==> src/rtl/ex_operand_stage_if.sv <==
// Operand-stage bus: ID-side operands, EX/MEM and MEM/WB bypass taps,
// pipeline control and the registered EX-side outputs.
interface ex_operand_stage_if #(
  parameter int unsigned XLEN     = 32,
  parameter int unsigned ADDR_LEN = 5
);
  // ID side
  logic                id_valid;
  logic [4:0]          id_fn;
  logic [ADDR_LEN-1:0] id_rs1_addr;
  logic [ADDR_LEN-1:0] id_rs2_addr;
  logic [XLEN-1:0]     id_rs1_data;
  logic [XLEN-1:0]     id_rs2_data;
  logic [XLEN-1:0]     id_pc;
  logic [XLEN-1:0]     id_imm;
  logic                id_src1_sel;
  logic                id_src2_sel;
  logic [ADDR_LEN-1:0] id_rd_addr;
  logic                id_rd_we;
  logic                id_ready;
  // Bypass taps
  logic                mem_rd_we;
  logic [ADDR_LEN-1:0] mem_rd_addr;
  logic [XLEN-1:0]     mem_data;
  logic                mem_is_load;
  logic                wb_rd_we;
  logic [ADDR_LEN-1:0] wb_rd_addr;
  logic [XLEN-1:0]     wb_data;
  // Control
  logic                stall;
  logic                flush;
  // EX side
  logic                ex_valid;
  logic [4:0]          ex_fn;
  logic [XLEN-1:0]     ex_src1;
  logic [XLEN-1:0]     ex_src2;
  logic [XLEN-1:0]     ex_store_data;
  logic [ADDR_LEN-1:0] ex_rd_addr;
  logic                ex_rd_we;

  // Pipeline side driving the stage
  modport master (
    output id_valid, id_fn, id_rs1_addr, id_rs2_addr, id_rs1_data, id_rs2_data,
           id_pc, id_imm, id_src1_sel, id_src2_sel, id_rd_addr, id_rd_we,
           mem_rd_we, mem_rd_addr, mem_data, mem_is_load,
           wb_rd_we, wb_rd_addr, wb_data, stall, flush,
    input  id_ready, ex_valid, ex_fn, ex_src1, ex_src2, ex_store_data,
           ex_rd_addr, ex_rd_we
  );

  // The operand stage itself
  modport slave (
    input  id_valid, id_fn, id_rs1_addr, id_rs2_addr, id_rs1_data, id_rs2_data,
           id_pc, id_imm, id_src1_sel, id_src2_sel, id_rd_addr, id_rd_we,
           mem_rd_we, mem_rd_addr, mem_data, mem_is_load,
           wb_rd_we, wb_rd_addr, wb_data, stall, flush,
    output id_ready, ex_valid, ex_fn, ex_src1, ex_src2, ex_store_data,
           ex_rd_addr, ex_rd_we
  );
endinterface

==> src/rtl/ex_operand_stage.sv <==
// ID->EX operand stage: resolves rs1/rs2, selects ALU operands and
// registers them into EX, handling stall, flush and data hazards.
// Macro FORWARD_EN: defined -> EX/MEM and MEM/WB bypassing with a
// load-use interlock; undefined -> no bypassing, any pending write to a
// source register interlocks.
module ex_operand_stage #(
  parameter int unsigned XLEN     = 32,
  parameter int unsigned ADDR_LEN = 5
) (
  input logic                clk,
  input logic                rst_n,
  ex_operand_stage_if.slave  bus
);

  localparam logic [4:0] ALU_X = 5'd0;

  logic                w_mem_hit1, w_mem_hit2, w_wb_hit1, w_wb_hit2;
  logic [XLEN-1:0]     w_rs1, w_rs2;
  logic                w_hazard;

  logic                r_ex_valid, w_nxt_valid;
  logic [4:0]          r_ex_fn, w_nxt_fn;
  logic [XLEN-1:0]     r_ex_src1, w_nxt_src1;
  logic [XLEN-1:0]     r_ex_src2, w_nxt_src2;
  logic [XLEN-1:0]     r_ex_store_data, w_nxt_store_data;
  logic [ADDR_LEN-1:0] r_ex_rd_addr, w_nxt_rd_addr;
  logic                r_ex_rd_we, w_nxt_rd_we;

  // x0 never matches: a write to x0 is architecturally discarded
  assign w_mem_hit1 = bus.mem_rd_we && (bus.id_rs1_addr != '0) &&
                      (bus.mem_rd_addr == bus.id_rs1_addr);
  assign w_mem_hit2 = bus.mem_rd_we && (bus.id_rs2_addr != '0) &&
                      (bus.mem_rd_addr == bus.id_rs2_addr);
  assign w_wb_hit1  = bus.wb_rd_we && (bus.id_rs1_addr != '0) &&
                      (bus.wb_rd_addr == bus.id_rs1_addr);
  assign w_wb_hit2  = bus.wb_rd_we && (bus.id_rs2_addr != '0) &&
                      (bus.wb_rd_addr == bus.id_rs2_addr);

`ifdef FORWARD_EN
  // Youngest producer (EX/MEM) wins over MEM/WB
  always_comb begin
    w_rs1 = bus.id_rs1_data;
    w_rs2 = bus.id_rs2_data;
    if (w_mem_hit1)     w_rs1 = bus.mem_data;
    else if (w_wb_hit1) w_rs1 = bus.wb_data;
    if (w_mem_hit2)     w_rs2 = bus.mem_data;
    else if (w_wb_hit2) w_rs2 = bus.wb_data;
  end

  // Load data is not available in EX/MEM yet, so a dependent op must wait
  assign w_hazard = bus.id_valid && bus.mem_is_load && (w_mem_hit1 || w_mem_hit2);
`else
  assign w_rs1 = bus.id_rs1_data;
  assign w_rs2 = bus.id_rs2_data;

  // Without bypassing every in-flight write to a source is a hazard
  assign w_hazard = bus.id_valid &&
                    (w_mem_hit1 || w_mem_hit2 || w_wb_hit1 || w_wb_hit2);

  logic w_unused_bypass;
  assign w_unused_bypass = ^{bus.mem_data, bus.wb_data, bus.mem_is_load};
`endif

  assign bus.id_ready = !bus.stall && !w_hazard && !bus.flush;

  // Next EX contents: flush > stall > bubble (hazard/invalid) > capture
  always_comb begin
    w_nxt_valid      = r_ex_valid;
    w_nxt_fn         = r_ex_fn;
    w_nxt_src1       = r_ex_src1;
    w_nxt_src2       = r_ex_src2;
    w_nxt_store_data = r_ex_store_data;
    w_nxt_rd_addr    = r_ex_rd_addr;
    w_nxt_rd_we      = r_ex_rd_we;
    if (bus.flush || (!bus.stall && (w_hazard || !bus.id_valid))) begin
      w_nxt_valid      = 1'b0;
      w_nxt_fn         = ALU_X;
      w_nxt_src1       = '0;
      w_nxt_src2       = '0;
      w_nxt_store_data = '0;
      w_nxt_rd_addr    = '0;
      w_nxt_rd_we      = 1'b0;
    end else if (!bus.stall) begin
      w_nxt_valid      = 1'b1;
      w_nxt_fn         = bus.id_fn;
      w_nxt_src1       = bus.id_src1_sel ? bus.id_pc  : w_rs1;
      w_nxt_src2       = bus.id_src2_sel ? bus.id_imm : w_rs2;
      w_nxt_store_data = w_rs2;
      w_nxt_rd_addr    = bus.id_rd_addr;
      w_nxt_rd_we      = bus.id_rd_we && (bus.id_rd_addr != '0);
    end
  end

  // EX pipeline register; reset loads the bubble
  always_ff @(posedge clk or negedge rst_n) begin
    if (!rst_n) begin
      r_ex_valid      <= 1'b0;
      r_ex_fn         <= ALU_X;
      r_ex_src1       <= '0;
      r_ex_src2       <= '0;
      r_ex_store_data <= '0;
      r_ex_rd_addr    <= '0;
      r_ex_rd_we      <= 1'b0;
    end else begin
      r_ex_valid      <= w_nxt_valid;
      r_ex_fn         <= w_nxt_fn;
      r_ex_src1       <= w_nxt_src1;
      r_ex_src2       <= w_nxt_src2;
      r_ex_store_data <= w_nxt_store_data;
      r_ex_rd_addr    <= w_nxt_rd_addr;
      r_ex_rd_we      <= w_nxt_rd_we;
    end
  end

  assign bus.ex_valid      = r_ex_valid;
  assign bus.ex_fn         = r_ex_fn;
  assign bus.ex_src1       = r_ex_src1;
  assign bus.ex_src2       = r_ex_src2;
  assign bus.ex_store_data = r_ex_store_data;
  assign bus.ex_rd_addr    = r_ex_rd_addr;
  assign bus.ex_rd_we      = r_ex_rd_we;

endmodule
==> src/flat_wrapper.sv <==
// flat-port wrapper written by rule: the top's interface ports become plain ports
module ex_operand_stage_flat 
#(
  parameter int unsigned XLEN     = 32,
  parameter int unsigned ADDR_LEN = 5
)
  (clk, rst_n, bus_id_valid, bus_id_fn, bus_id_rs1_addr, bus_id_rs2_addr, bus_id_rs1_data, bus_id_rs2_data, bus_id_pc, bus_id_imm, bus_id_src1_sel, bus_id_src2_sel, bus_id_rd_addr, bus_id_rd_we, bus_mem_rd_we, bus_mem_rd_addr, bus_mem_data, bus_mem_is_load, bus_wb_rd_we, bus_wb_rd_addr, bus_wb_data, bus_stall, bus_flush, bus_id_ready, bus_ex_valid, bus_ex_fn, bus_ex_src1, bus_ex_src2, bus_ex_store_data, bus_ex_rd_addr, bus_ex_rd_we);
  ex_operand_stage_if #(.XLEN(XLEN), .ADDR_LEN(ADDR_LEN)) bus_i ();
  input logic clk;
  input logic rst_n;
  input wire logic [$bits(bus_i.id_valid)-1:0] bus_id_valid;
  input wire logic [$bits(bus_i.id_fn)-1:0] bus_id_fn;
  input wire logic [$bits(bus_i.id_rs1_addr)-1:0] bus_id_rs1_addr;
  input wire logic [$bits(bus_i.id_rs2_addr)-1:0] bus_id_rs2_addr;
  input wire logic [$bits(bus_i.id_rs1_data)-1:0] bus_id_rs1_data;
  input wire logic [$bits(bus_i.id_rs2_data)-1:0] bus_id_rs2_data;
  input wire logic [$bits(bus_i.id_pc)-1:0] bus_id_pc;
  input wire logic [$bits(bus_i.id_imm)-1:0] bus_id_imm;
  input wire logic [$bits(bus_i.id_src1_sel)-1:0] bus_id_src1_sel;
  input wire logic [$bits(bus_i.id_src2_sel)-1:0] bus_id_src2_sel;
  input wire logic [$bits(bus_i.id_rd_addr)-1:0] bus_id_rd_addr;
  input wire logic [$bits(bus_i.id_rd_we)-1:0] bus_id_rd_we;
  input wire logic [$bits(bus_i.mem_rd_we)-1:0] bus_mem_rd_we;
  input wire logic [$bits(bus_i.mem_rd_addr)-1:0] bus_mem_rd_addr;
  input wire logic [$bits(bus_i.mem_data)-1:0] bus_mem_data;
  input wire logic [$bits(bus_i.mem_is_load)-1:0] bus_mem_is_load;
  input wire logic [$bits(bus_i.wb_rd_we)-1:0] bus_wb_rd_we;
  input wire logic [$bits(bus_i.wb_rd_addr)-1:0] bus_wb_rd_addr;
  input wire logic [$bits(bus_i.wb_data)-1:0] bus_wb_data;
  input wire logic [$bits(bus_i.stall)-1:0] bus_stall;
  input wire logic [$bits(bus_i.flush)-1:0] bus_flush;
  output wire logic [$bits(bus_i.id_ready)-1:0] bus_id_ready;
  output wire logic [$bits(bus_i.ex_valid)-1:0] bus_ex_valid;
  output wire logic [$bits(bus_i.ex_fn)-1:0] bus_ex_fn;
  output wire logic [$bits(bus_i.ex_src1)-1:0] bus_ex_src1;
  output wire logic [$bits(bus_i.ex_src2)-1:0] bus_ex_src2;
  output wire logic [$bits(bus_i.ex_store_data)-1:0] bus_ex_store_data;
  output wire logic [$bits(bus_i.ex_rd_addr)-1:0] bus_ex_rd_addr;
  output wire logic [$bits(bus_i.ex_rd_we)-1:0] bus_ex_rd_we;
  assign bus_i.id_valid = bus_id_valid;
  assign bus_i.id_fn = bus_id_fn;
  assign bus_i.id_rs1_addr = bus_id_rs1_addr;
  assign bus_i.id_rs2_addr = bus_id_rs2_addr;
  assign bus_i.id_rs1_data = bus_id_rs1_data;
  assign bus_i.id_rs2_data = bus_id_rs2_data;
  assign bus_i.id_pc = bus_id_pc;
  assign bus_i.id_imm = bus_id_imm;
  assign bus_i.id_src1_sel = bus_id_src1_sel;
  assign bus_i.id_src2_sel = bus_id_src2_sel;
  assign bus_i.id_rd_addr = bus_id_rd_addr;
  assign bus_i.id_rd_we = bus_id_rd_we;
  assign bus_i.mem_rd_we = bus_mem_rd_we;
  assign bus_i.mem_rd_addr = bus_mem_rd_addr;
  assign bus_i.mem_data = bus_mem_data;
  assign bus_i.mem_is_load = bus_mem_is_load;
  assign bus_i.wb_rd_we = bus_wb_rd_we;
  assign bus_i.wb_rd_addr = bus_wb_rd_addr;
  assign bus_i.wb_data = bus_wb_data;
  assign bus_i.stall = bus_stall;
  assign bus_i.flush = bus_flush;
  assign bus_id_ready = bus_i.id_ready;
  assign bus_ex_valid = bus_i.ex_valid;
  assign bus_ex_fn = bus_i.ex_fn;
  assign bus_ex_src1 = bus_i.ex_src1;
  assign bus_ex_src2 = bus_i.ex_src2;
  assign bus_ex_store_data = bus_i.ex_store_data;
  assign bus_ex_rd_addr = bus_i.ex_rd_addr;
  assign bus_ex_rd_we = bus_i.ex_rd_we;
  ex_operand_stage #(.XLEN(XLEN), .ADDR_LEN(ADDR_LEN)) u_core (.clk(clk), .rst_n(rst_n), .bus(bus_i));
endmodule
==> config.mk <==
export PLATFORM = sky130hd
export DESIGN_NAME = ex_operand_stage_flat
export DESIGN_NICKNAME = d
export VERILOG_FILES = /design/src/rtl/ex_operand_stage_if.sv /design/src/rtl/ex_operand_stage.sv /design/src/flat_wrapper.sv
export SDC_FILE = /design/constraint.sdc
export NUM_CORES = 1
export LEC_CHECK = 0
export CAP_MARGIN = 10
export CORE_AREA = 2 2 134 136
export DETAILED_ROUTE_END_ITERATION = 7
export DIE_AREA = 0 0 136 138
export PLACE_DENSITY_LB_ADDON = 0.2
export SLEW_MARGIN = 20
export SYNTH_ARGS = -nofsm -noshare
export SYNTH_HDL_FRONTEND = slang
export SYNTH_SLANG_ARGS = --single-unit
==> constraint.sdc <==
create_clock -name clk -period 3.9 [get_ports clk]
set_input_delay 0.78 -clock clk [delete_from_list [all_inputs] [get_ports clk]]
set_output_delay 0.78 -clock clk [all_outputs]
set_load 0.005 [all_outputs]
==> results.md, run 1 <==
| Group | Result | This run |
|---|---|---|
| timing | Max Clock Skew | 0 ns |
| floorplanning | Standard cell core area | 0.0175 mm² |
| synth | Per-instance average area after synthesis | 11.8 µm² |
| synth | Asr flop ratio synth | 100% |
| clocking | Longest Clk Path Bufs | 2 |
| setup path | Endpoint type of the worst setup path | primary output |
| setup path | Largest stage delay on the critical path | 0.66 ns |
| setup path | Largest delay contributor family on the critical path | simple AND/OR/NAND/NOR gates |
| synth | Library cells used by synthesis | 21 |
| synth | Top-count cell post-synth | sky130_fd_sc_hd__dfrtp_1 |
| setup path | Critical Setup Path Class | in2out |
| setup path | Slowest cell on the critical path | sky130_fd_sc_hd__or4_2 |
| clocking | Cell at the root of the clock tree | sky130_fd_sc_hd__clkbuf_16 |
| synth | Largest area contributor in the synthesized netlist | sky130_fd_sc_hd__dfrtp_1 |
| drt | Number of vias in the routed layout | 4633 |
| synth | Commonest cells in the netlist | sky130_fd_sc_hd__dfrtp_1, sky130_fd_sc_hd__nand2_1, sky130_fd_sc_hd__mux2i_1 |
| synth | Post-synthesis instance total | 435 |
| drt | Detailed router's first-iteration violation count | 258 |
| setup path | CP Data Arrival Time | 2.94 ns |
| synth | Area share of the largest cell type after synthesis | 52.5% |
| global route | Number of global-route vias before repair | 4890 |
| synth | Number of register bits inferred by synthesis | 108 |
| clocking | CTS tree | built |
| synth | Dominant synthesized flop cell | sky130_fd_sc_hd__dfrtp_1 |
| synth | Syn nets | 668 |
| setup path | Crit path buf inv count | 2 |
| layout | Ratio of cells with drive above 1 in the final layout | 10.3% |
| drt | Detailed Route WL | 17000 µm |
| run status | Run status | complete, no violations |
| synth | Leading post-synthesis cells by cell area | sky130_fd_sc_hd__dfrtp_1, sky130_fd_sc_hd__mux2i_1, sky130_fd_sc_hd__a32o_1 |
| floorplanning | Die extent in x | 136 µm |
| drt | DRC errors left | 0 |
| pwr | Static leakage | 3.54 nW |
| min path | Class of the worst hold path | in2async |
| global route | Total track usage | 18.1% |
| timing | Count of endpoints failing setup in the final report | 0 |
| timing | Slew Viols, Final | 0 |
| clocking | Post-CTS Hold Fix Bufs | 0 |
| layout | Synth-to-Final Area Change | 64.8% |
| layout | Post-layout util | 48.4% |
| timing | RSZ-0062 raised after global routing | false |
| layout | Area of the multi-input gates | 0.00228 mm² |
| timing | Achievable frequency | 0.268 GHz |
| placed design | Placed wire-length estimate | 12200 µm |
| global route | Largest net degree at the start of global routing | 68 |
| synth | Adder-Cell Fraction of Synth Area | 0% |
| synth | Area fraction in compound gates after synthesis | 20.6% |
| pwr | Post-layout total power | 2.73 mW |
| floorplanning | Floorplan die height | 138 µm |
| setup path | Required time at the worst-slack endpoint | 3.12 ns |
| placed design | Final GP Congestion | 0.828 |
| floorplanning | Row Count | 49 |
| timing | Final Hold Vio Count | 0 |
| floorplanning | Die area | 0.0188 mm² |
| synth | Synth Area in XOR/XNOR | 3.40% |
| clocking | Number of buffers inserted during clock tree synthesis | 9 |
| synth | Fraction of the yosys area taken by sequential cells | 52.5% |
| synth | Post-synthesis mux area share | 12.4% |
| clocking | H-Tree Level Count | 3 |
| clocking | Count of clock tree sinks | 108 |
| floorplanning | Ports placed on the boundary | 342 |
| drt | Drt pass-1 iters | 4 |
| setup path | Largest fanout on the critical path | 2 |
| timing | Slew margin rel. | 28.6% |
| timing | Actual transition at the worst max-transition pin | 1.07 ns |
| layout | Number of antenna cells inserted | 0 |
| clocking | Clock transition time at the flip-flop clock pins of the worst setup and hold paths | 0.08 ns |
| setup path | Kind of launch point of the worst setup path | input port |
| layout | Number of nets at the end of the flow | 931 |
| job | Max cap viols | 0 |
| synth | Synth warn | 0 |
| global route | Antenna violations before repair | 0 |
| clocking | Clock latency on the worst-skew pair | 0.34 ns |
| timing | Crit share post-route | 95.5% |
| global route | Global-route congestion overflow total | 0 |
| synth | Dominant combinational cell family by area after synthesis | compound AO/OA/AOI/OAI gates |
| floorplanning | Initial core utilization | 29.4% |
| global route | Global-route wire length before repair | 26500 µm |
| pwr | Peak supply drop | 236 µV |
| layout | # fillers | 1631 |
| drt | Post-route antenna net violation count | 0 |
| drt | Post-DR wirelength/cell | 18.3 µm |
| synth | Simple-Gate Fraction of Synth Area | 7.21% |
| synth | Number of enable-type register cells in the synthesized netlist | 0 |
| layout | Sequential Area | 0.00270 mm² |
| drt | Post-detailed-route via-to-cell ratio | 4.98 |
| synth | Post-synth design cell area | 0.00515 mm² |
| placed design | Number of I/O port buffers | 276 |
| timing | Min Clock Period, post-route | 3.72 ns |
| pwr | Power per unit of standard cell area | 321 mW/mm² |
| setup path | Ordered cell list for the critical path | clkdlybuf4s50_1 -> or4_1 -> nor2_2 -> nor3_1 -> or4_2 -> a21boi_0 -> clkbuf_2 |
## flip-flops by register name, indices dropped and copies added (netlist names)
signal,flops
u_core.bus.ex_src1,32
u_core.bus.ex_src2,32
u_core.bus.ex_store_data,32
u_core.bus.ex_fn,5
u_core.bus.ex_rd_addr,5
u_core.bus.ex_rd_we,1
u_core.bus.ex_valid,1
## worst paths after layout
path                                        start                     end  slack, ns  cells after the start
setup / recovery               bus_id_rs1_addr[3]            bus_id_ready       0.18                      7
hold / removal                              rst_n  u_core.bus.ex_src2[10]       0.47                      1
setup reg to reg              u_core.bus.ex_fn[3]     u_core.bus.ex_fn[3]       3.16                      1
hold reg to reg            u_core.bus.ex_src1[16]  u_core.bus.ex_src1[16]       0.48                      2
max in group asynchronous                   rst_n  u_core.bus.ex_src1[31]       2.61                      2
min in group clk           u_core.bus.ex_src1[16]  u_core.bus.ex_src1[16]       0.48                      2
## final cells by class
cell class | count | area share (%)
clock buffer | 10 | 2.70
multi-input combinational | 283 | 26.8
clock inverter | 5 | 1.02
timing repair buffer | 296 | 34.3
sequential | 108 | 31.8
tap | 229 | 3.38
## logic make-up after synthesis
| group | Yosys count |
|---|---|
| buffers and inverters | 44 |
| xor gates and xnor gates | 20 |
| DFF | 108 |
| AOI/OAI and AO/OA | 110 |
| and+or+nand+nor | 89 |
| muxes | 64 |
## placed cells by master (no fill, tap or decap), types with 3 or more instances in the layout
cell type and instances:
sky130_fd_sc_hd__clkbuf_16 9, sky130_fd_sc_hd__a32o_1 42, sky130_fd_sc_hd__buf_4 20, sky130_fd_sc_hd__xnor2_1 20, sky130_fd_sc_hd__dfrtp_1 108, sky130_fd_sc_hd__nand2_1 70, sky130_fd_sc_hd__clkdlybuf4s50_1 272, sky130_fd_sc_hd__mux2i_1 64
sky130_fd_sc_hd__o31ai_1 37, sky130_fd_sc_hd__nor3_1 4, sky130_fd_sc_hd__o31ai_2 27, sky130_fd_sc_hd__or4_1 3, sky130_fd_sc_hd__nand4_1 4
## stage by stage
step                      std cells  hold WS [ns]  TNS (ns)  area (µm²)  setup WS [ns]
final                           931         0.474         0        8490          0.175
after global routing            931         0.502         0        8490         0.0630
after CTS                       931         0.483         0        8490         0.0157
after detailed placement        916         0.465    -0.280        8170         -0.280
after global placement          916         0.462    -0.258        8170         -0.258
after floorplan                 435         0.473         0        5150          0.528
## what timing repair did
action,CTS,global route
gates resized for setup,1,5
buffers inserted,0,0
endpoints found under the setup margin,1,1
## report_power, final
part | total (mW) | switching (mW) | internal [mW]
clock | 0.993 | 0.428 | 0.565
combinational | 0.540 | 0.221 | 0.319
sequential | 1.19 | 0.0256 | 1.17
## routing by layer
metal	GRT usage [%]	part of all wire, %	vias up
met5	0	0	-
met3	3.92	6.4	38
met2	30.4	50	180
li1	-	-	2147
met4	8.77	3.8	0
met1	21.9	40	2268
No activity file was read; power rests on OpenSTA's default activity.
==> run 2, diff against run 1 <==
--- a/config.mk
+++ b/config.mk
@@ -6,10 +6,10 @@
 export NUM_CORES = 1
 export LEC_CHECK = 0
 export CAP_MARGIN = 10
-export CORE_AREA = 2 2 134 136
+export CORE_AREA = 2 2 133 135
 export DETAILED_ROUTE_END_ITERATION = 7
-export DIE_AREA = 0 0 136 138
-export PLACE_DENSITY_LB_ADDON = 0.2
+export DIE_AREA = 0 0 135 137
+export PLACE_DENSITY = 0.7
 export SLEW_MARGIN = 20
 export SYNTH_ARGS = -nofsm -noshare
 export SYNTH_HDL_FRONTEND = slang
==> constraint.sdc (replaced) <==
create_clock -name clk -period 4.8 [get_ports clk]
set_input_delay 0.96 -clock clk [delete_from_list [all_inputs] [get_ports clk]]
set_output_delay 0.96 -clock clk [all_outputs]
set_load 0.005 [all_outputs]
==> results.md, run 2 (same netlist as run 1, synthesis figures left out) <==
| Group | Result | This run |
|---|---|---|
| clocking | Cell at the root of the clock tree | sky130_fd_sc_hd__clkbuf_16 |
| timing | Achievable frequency | 0.219 GHz |
| setup path | Endpoint type of the worst setup path | primary output |
| clocking | Longest Clk Path Bufs | 2 |
| timing | Final Hold Vio Count | 0 |
| timing | Slew Viols, Final | 0 |
| clocking | Clock transition time at the flip-flop clock pins of the worst setup and hold paths | 0.07 ns |
| placed design | Number of I/O port buffers | 276 |
| drt | Post-route antenna net violation count | 0 |
| setup path | Cell repeated most along the worst path | sky130_fd_sc_hd__clkdlybuf4s50_1 |
| floorplanning | Standard cell core area | 0.0171 mm² |
| drt | DRC errors left | 0 |
| floorplanning | Initial core utilization | 30.2% |
| setup path | Kind of launch point of the worst setup path | input port |
| timing | Count of endpoints failing setup in the final report | 0 |
| pwr | Peak supply drop | 139 µV |
| job | Max cap viols | 0 |
| placed design | Post-placement setup slack | 0.210 ns |
| floorplanning | Ports placed on the boundary | 342 |
| drt | Detailed Route WL | 16200 µm |
| floorplanning | Row Count | 48 |
| setup path | Largest stage delay on the critical path | 0.69 ns |
| pwr | Power per unit of standard cell area | 253 mW/mm² |
| global route | Largest net degree at the start of global routing | 76 |
| layout | Post-Layout Inst Area | 0.00833 mm² |
| pwr | Static leakage | 3.45 nW |
| min path | Class of the worst hold path | reg2reg |
| layout | # fillers | 1529 |
| layout | Most common cell after layout, fill and taps aside | sky130_fd_sc_hd__clkdlybuf4s50_1 |
| setup path | Largest delay contributor family on the critical path | simple AND/OR/NAND/NOR gates |
| setup path | Slowest cell on the critical path | sky130_fd_sc_hd__or4_2 |
| global route | Global-route congestion overflow total | 0 |
| layout | Synth-to-Final Area Change | 61.7% |
| timing | Min Clock Period, post-route | 4.56 ns |
| layout | Area of the multi-input gates | 0.00227 mm² |
| drt | Number of vias in the routed layout | 4572 |
| setup path | Largest fanout on the critical path | 3 |
| placed design | Final GP Congestion | 0.845 |
| clocking | H-Tree Level Count | 3 |
| clocking | Post-CTS Hold Fix Bufs | 0 |
| clocking | Number of buffers inserted during clock tree synthesis | 9 |
| timing | Slew margin rel. | 31.1% |
| layout | Ratio of cells with drive above 1 in the final layout | 8.13% |
| global route | Number of global-route vias before repair | 4763 |
| timing | Total negative slack for setup checks | 0 ns |
| drt | Post-detailed-route via-to-cell ratio | 5.00 |
| timing | Crit share post-route | 95.1% |
| placed design | Placed wire-length estimate | 11900 µm |
| placed design | Dpl cell area | 0.00805 mm² |
| timing | Actual transition at the worst max-transition pin | 1.03 ns |
| drt | Drt pass-1 iters | 4 |
| layout | Number of antenna cells inserted | 0 |
| timing | Setup WS post-layout | 0.235 ns |
| floorplanning | Die extent in x | 135 µm |
| layout | Number of nets at the end of the flow | 917 |
| layout | Most frequent cells in the layout | sky130_fd_sc_hd__clkdlybuf4s50_1, sky130_fd_sc_hd__dfrtp_1, sky130_fd_sc_hd__nand2_1, sky130_fd_sc_hd__mux2i_1, sky130_fd_sc_hd__a32o_1 |
| global route | Global-route wire length before repair | 25400 µm |
| layout | Sequential Area | 0.00270 mm² |
| timing | Max Clock Skew | 0 ns |
| run status | Run status | complete, no violations |
| setup path | CP Data Arrival Time | 3.60 ns |
| clocking | Count of clock tree sinks | 108 |
| setup path | Ordered cell list for the critical path | clkdlybuf4s50_1 -> or4_1 -> nor2_1 -> nor3_1 -> or4_2 -> a21boi_1 -> clkdlybuf4s50_1 |
| setup path | Required time at the worst-slack endpoint | 3.84 ns |
| floorplanning | Floorplan die height | 137 µm |
| clocking | Post-CTS resize count | 0 |
| global route | Antenna violations before repair | 0 |
| clocking | CTS tree | built |
| drt | Post-DR wirelength/cell | 17.7 µm |
| drt | Detailed router's first-iteration violation count | 205 |
| floorplanning | Die area | 0.0185 mm² |
| setup path | Critical Setup Path Class | in2out |
| global route | Total track usage | 17.4% |
| timing | RSZ-0062 raised after global routing | false |
| setup path | Crit path buf inv count | 2 |
| clocking | Clock latency on the worst-skew pair | 0.34 ns |
| clocking | Setup bufs post-CTS | 0 |
## run 2: cell types whose count changed in the layout (fill, tap and decap cells not counted), sizes merged
cell / before / now
buf: 23 / 9
bufinv: 2 / 0
clkdlybuf4s50: 272 / 273
clkinv: 0 / 1
clkinvlp: 2 / 3
## run 2: power by group
| group | switching, mW | internal, mW | leakage (nW) | total, mW |
|---|---|---|---|---|
| sequential | 0.0215 | 0.948 | 1.47 | 0.970 |
| clock | 0.336 | 0.368 | 0.128 | 0.704 |
| combinational | 0.178 | 0.253 | 1.85 | 0.431 |
| total | 0.536 | 1.57 | 3.45 | 2.10 |
## run 2: tightest hold or removal path, cell delays in order, from the launching register on
cell and delay (ns):
sky130_fd_sc_hd__dfrtp_1 0.34, sky130_fd_sc_hd__nand2_1 0.05, sky130_fd_sc_hd__o31ai_1 0.05
## run 2: final timing paths
kind | start | to | slack (ns) | cells after the start
min in group asynchronous | rst_n | u_core.bus.ex_store_data[9] | 0.76 | 1
worst max-delay path | bus_id_rs2_addr[0] | bus_id_ready | 0.24 | 7
max in group asynchronous | rst_n | u_core.bus.ex_src2[23] | 2.99 | 2
worst min-delay path | u_core.bus.ex_src1[15] | u_core.bus.ex_src1[15] | 0.47 | 2
worst max register to register | u_core.bus.ex_fn[4] | u_core.bus.ex_fn[4] | 4.07 | 1
worst min register to register | u_core.bus.ex_src1[15] | u_core.bus.ex_src1[15] | 0.47 | 2
## run 2: layout make-up
cell class,count,area share (%)
repair buffers,282,33.6
flip-flops and latches,108,32.4
multi-input cells,283,27.3
well taps,225,3.38
clock buffers,11,2.91
clock inverters,5,0.436
## run 2: metal layers
layer | track usage [%] | wire length [µm] | vias up
met5 | 0 | 0 | -
met4 | 5.84 | 338 | 0
met3 | 4.85 | 1200 | 24
met2 | 30.5 | 8300 | 185
met1 | 20.7 | 6360 | 2233
li1 | - | - | 2130
## run 2: per-stage QoR
step,utilization (%),std cells,power (mW),hold slack (ns)
2_1_floorplan,-,435,1.14,0.473
4_1_cts,48.8,914,2.14,0.481
3_5_place_dp,47.2,898,1.42,0.465
5_1_grt,48.8,914,2.21,0.492
6_report,48.8,914,2.10,0.474
3_3_place_gp,47.2,898,1.41,0.464
==> edit (config.mk and constraints of run 1) <==
`XLEN` is set to 32 in 3 places; all go to 24.
--- a/src/rtl/ex_operand_stage_if.sv
+++ b/src/rtl/ex_operand_stage_if.sv
@@ -3,3 +3,3 @@
 interface ex_operand_stage_if #(
-  parameter int unsigned XLEN     = 32,
+  parameter int unsigned XLEN     = 24,
   parameter int unsigned ADDR_LEN = 5
--- a/src/rtl/ex_operand_stage.sv
+++ b/src/rtl/ex_operand_stage.sv
@@ -6,3 +6,3 @@
 module ex_operand_stage #(
-  parameter int unsigned XLEN     = 32,
+  parameter int unsigned XLEN     = 24,
   parameter int unsigned ADDR_LEN = 5
--- a/src/flat_wrapper.sv
+++ b/src/flat_wrapper.sv
@@ -3,3 +3,3 @@
 #(
-  parameter int unsigned XLEN     = 32,
+  parameter int unsigned XLEN     = 24,
   parameter int unsigned ADDR_LEN = 5
Ports: changed (9 resized); port bits go from 342 to 270. No check against the original RTL was run, so the function may have changed too.
==> edit against run 1 <==
Utilization down 8.4 points. Total power down 18%. Worst setup slack worse by 0.046 ns. Routed wire length down 19%. Fmax down 1.2%. Sequential cell count down 24. Final cell count down 15%. Final area down 17%. Via count down 22%. Area after synthesis down 18%.
==> edit: results (changes against run 1) <==
Status
  • Status: completed (unchanged)

Worst setup path
  • CP startpoint: bus_id_rs2_addr[3] (was bus_id_rs1_addr[3])
  • CP arrival: 2.99 ns (was 2.94 ns)
  • Worst reg2reg startpoint: u_core.bus.ex_store_data[12] (was u_core.bus.ex_fn[3])
  • CP Max Fanout: 2 (unchanged)

Logic synthesis
  • Largest cells by area after synthesis: dfrtp_1, o31ai_2, mux2i_1 (was dfrtp_1, mux2i_1, a32o_1)
  • Yosys Warn Count: 0 (unchanged)
  • Seq/Total Area, Yosys: 0.4999 (was 0.5247)
  • Synth Net Count: 529 (was 668)
  • Synth async-reset ratio: 1.000 (unchanged)
  • Compound-Gate Fraction of Synth Area: 0.2285 (was 0.2060)
  • Post-synthesis mux area share: 0.1143 (was 0.1244)
  • XOR/XNOR share of the synthesized area: 0.04165 (was 0.03401)
  • Most instantiated cells after synthesis: dfrtp_1, nand2_1, mux2i_1 (unchanged)
  • Synth cell types: 22 (was 21)

Min path
  • Hold crit path type: reg -> reg (was in -> async)

Pwr
  • Logic pwr share: 0.201 (was 0.198)
  • Peak VDD IR: 173.9 uV (was 235.6 uV)
  • Pint: 1.674 mW (was 2.051 mW)
  • P_leak: 2.908 nW (was 3.542 nW)
  • Clk network pwr share: 0.385 (was 0.364)

Global route
  • GRT Util Overall: 0.1486 (was 0.1811)
  • Grt ovf: 0 (unchanged)
  • Vias in the first global route: 3869 (was 4890)
  • First-pass GRT wire length: 21.47 mm (was 26.50 mm)
  • Antenna violations before repair: 0 (unchanged)
  • Largest net degree at the start of global routing: 64 (was 68)

Placed design
  • RD Place Congestion: 0.8108 (was 0.8275)
  • Post-DP Area: 6724 um^2 (was 8174 um^2)
  • Buffers on Ports: 220 (was 276)
  • DP HPWL: 10.30 mm (was 12.20 mm)

STA
  • Max-slew headroom: 0.4281 (was 0.2857)

Cells and area
  • Share of cells above drive strength 1: 0.1590 (was 0.1026)
  • Nets: 746 (was 931)

CTS
  • Worst-path clk slew: 0.06 ns (was 0.08 ns)

Routing
  • Initial drt markers: 137 (was 258)
  • Routed WL per cell: 17.41 um (was 18.27 um)
  • Vias: 3632 (was 4633)
-- edit: metrics by stage --
| step | setup TNS, ns | instances | power [mW] | setup WS [ns] | hold WS [ns] |
|---|---|---|---|---|---|
| floorplan | 0 | 344 | 1.108 | 0.6197 | 0.4726 |
| global placement | -0.2097 | 779 | 1.401 | -0.2097 | 0.4657 |
| detailed placement | -0.1847 | 779 | 1.408 | -0.1847 | 0.4702 |
| CTS | 0 | 795 | 2.293 | 0.09531 | 0.4856 |
| global route | 0 | 795 | 2.366 | 0.01091 | 0.4971 |
| finish | 0 | 795 | 2.245 | 0.1293 | 0.4807 |
-- edit: worst paths after layout --
| kind | endpoint | slack, ns | cells past startpoint |
|---|---|---|---|
| min in group asynchronous | u_core.bus.ex_src1[15] | 0.54 | 1 |
| min | u_core.bus.ex_src1[18] | 0.48 | 2 |
| max | bus_id_ready | 0.13 | 7 |
| max reg2reg | u_core.bus.ex_store_data[12] | 3.18 | 1 |
| max in group asynchronous | u_core.bus.ex_rd_we | 2.66 | 2 |
| min reg2reg | u_core.bus.ex_src1[18] | 0.48 | 2 |
-- edit: cell type report --
type | count | area (um^2)
repair buffers | 239 | 2375
clock inverters | 7 | 73.82
multi-input cells | 227 | 1961
clock buffers | 9 | 225.2
fillers | 1689 | 10510
well taps | 229 | 286.5
flip-flops and latches | 84 | 2102
-- edit: per-layer routing --
metal  GRT usage  vias to the layer above  share of wire
li1            -                     1724              -
met1      0.1812                     1772           0.41
met2      0.2531                      128           0.50
met3     0.04767                        8          0.080
met4     0.03673                        0         0.0096
met5           0                        -              0
-- edit: critical path, cell delays in order --
cell and delay, ns:
clkdlybuf4s50_1 0.44, or4_1 0.53, nor2_2 0.12, nor3_1 0.10
or4_4 0.56, a21boi_0 0.18, clkdlybuf4s15_1 0.29
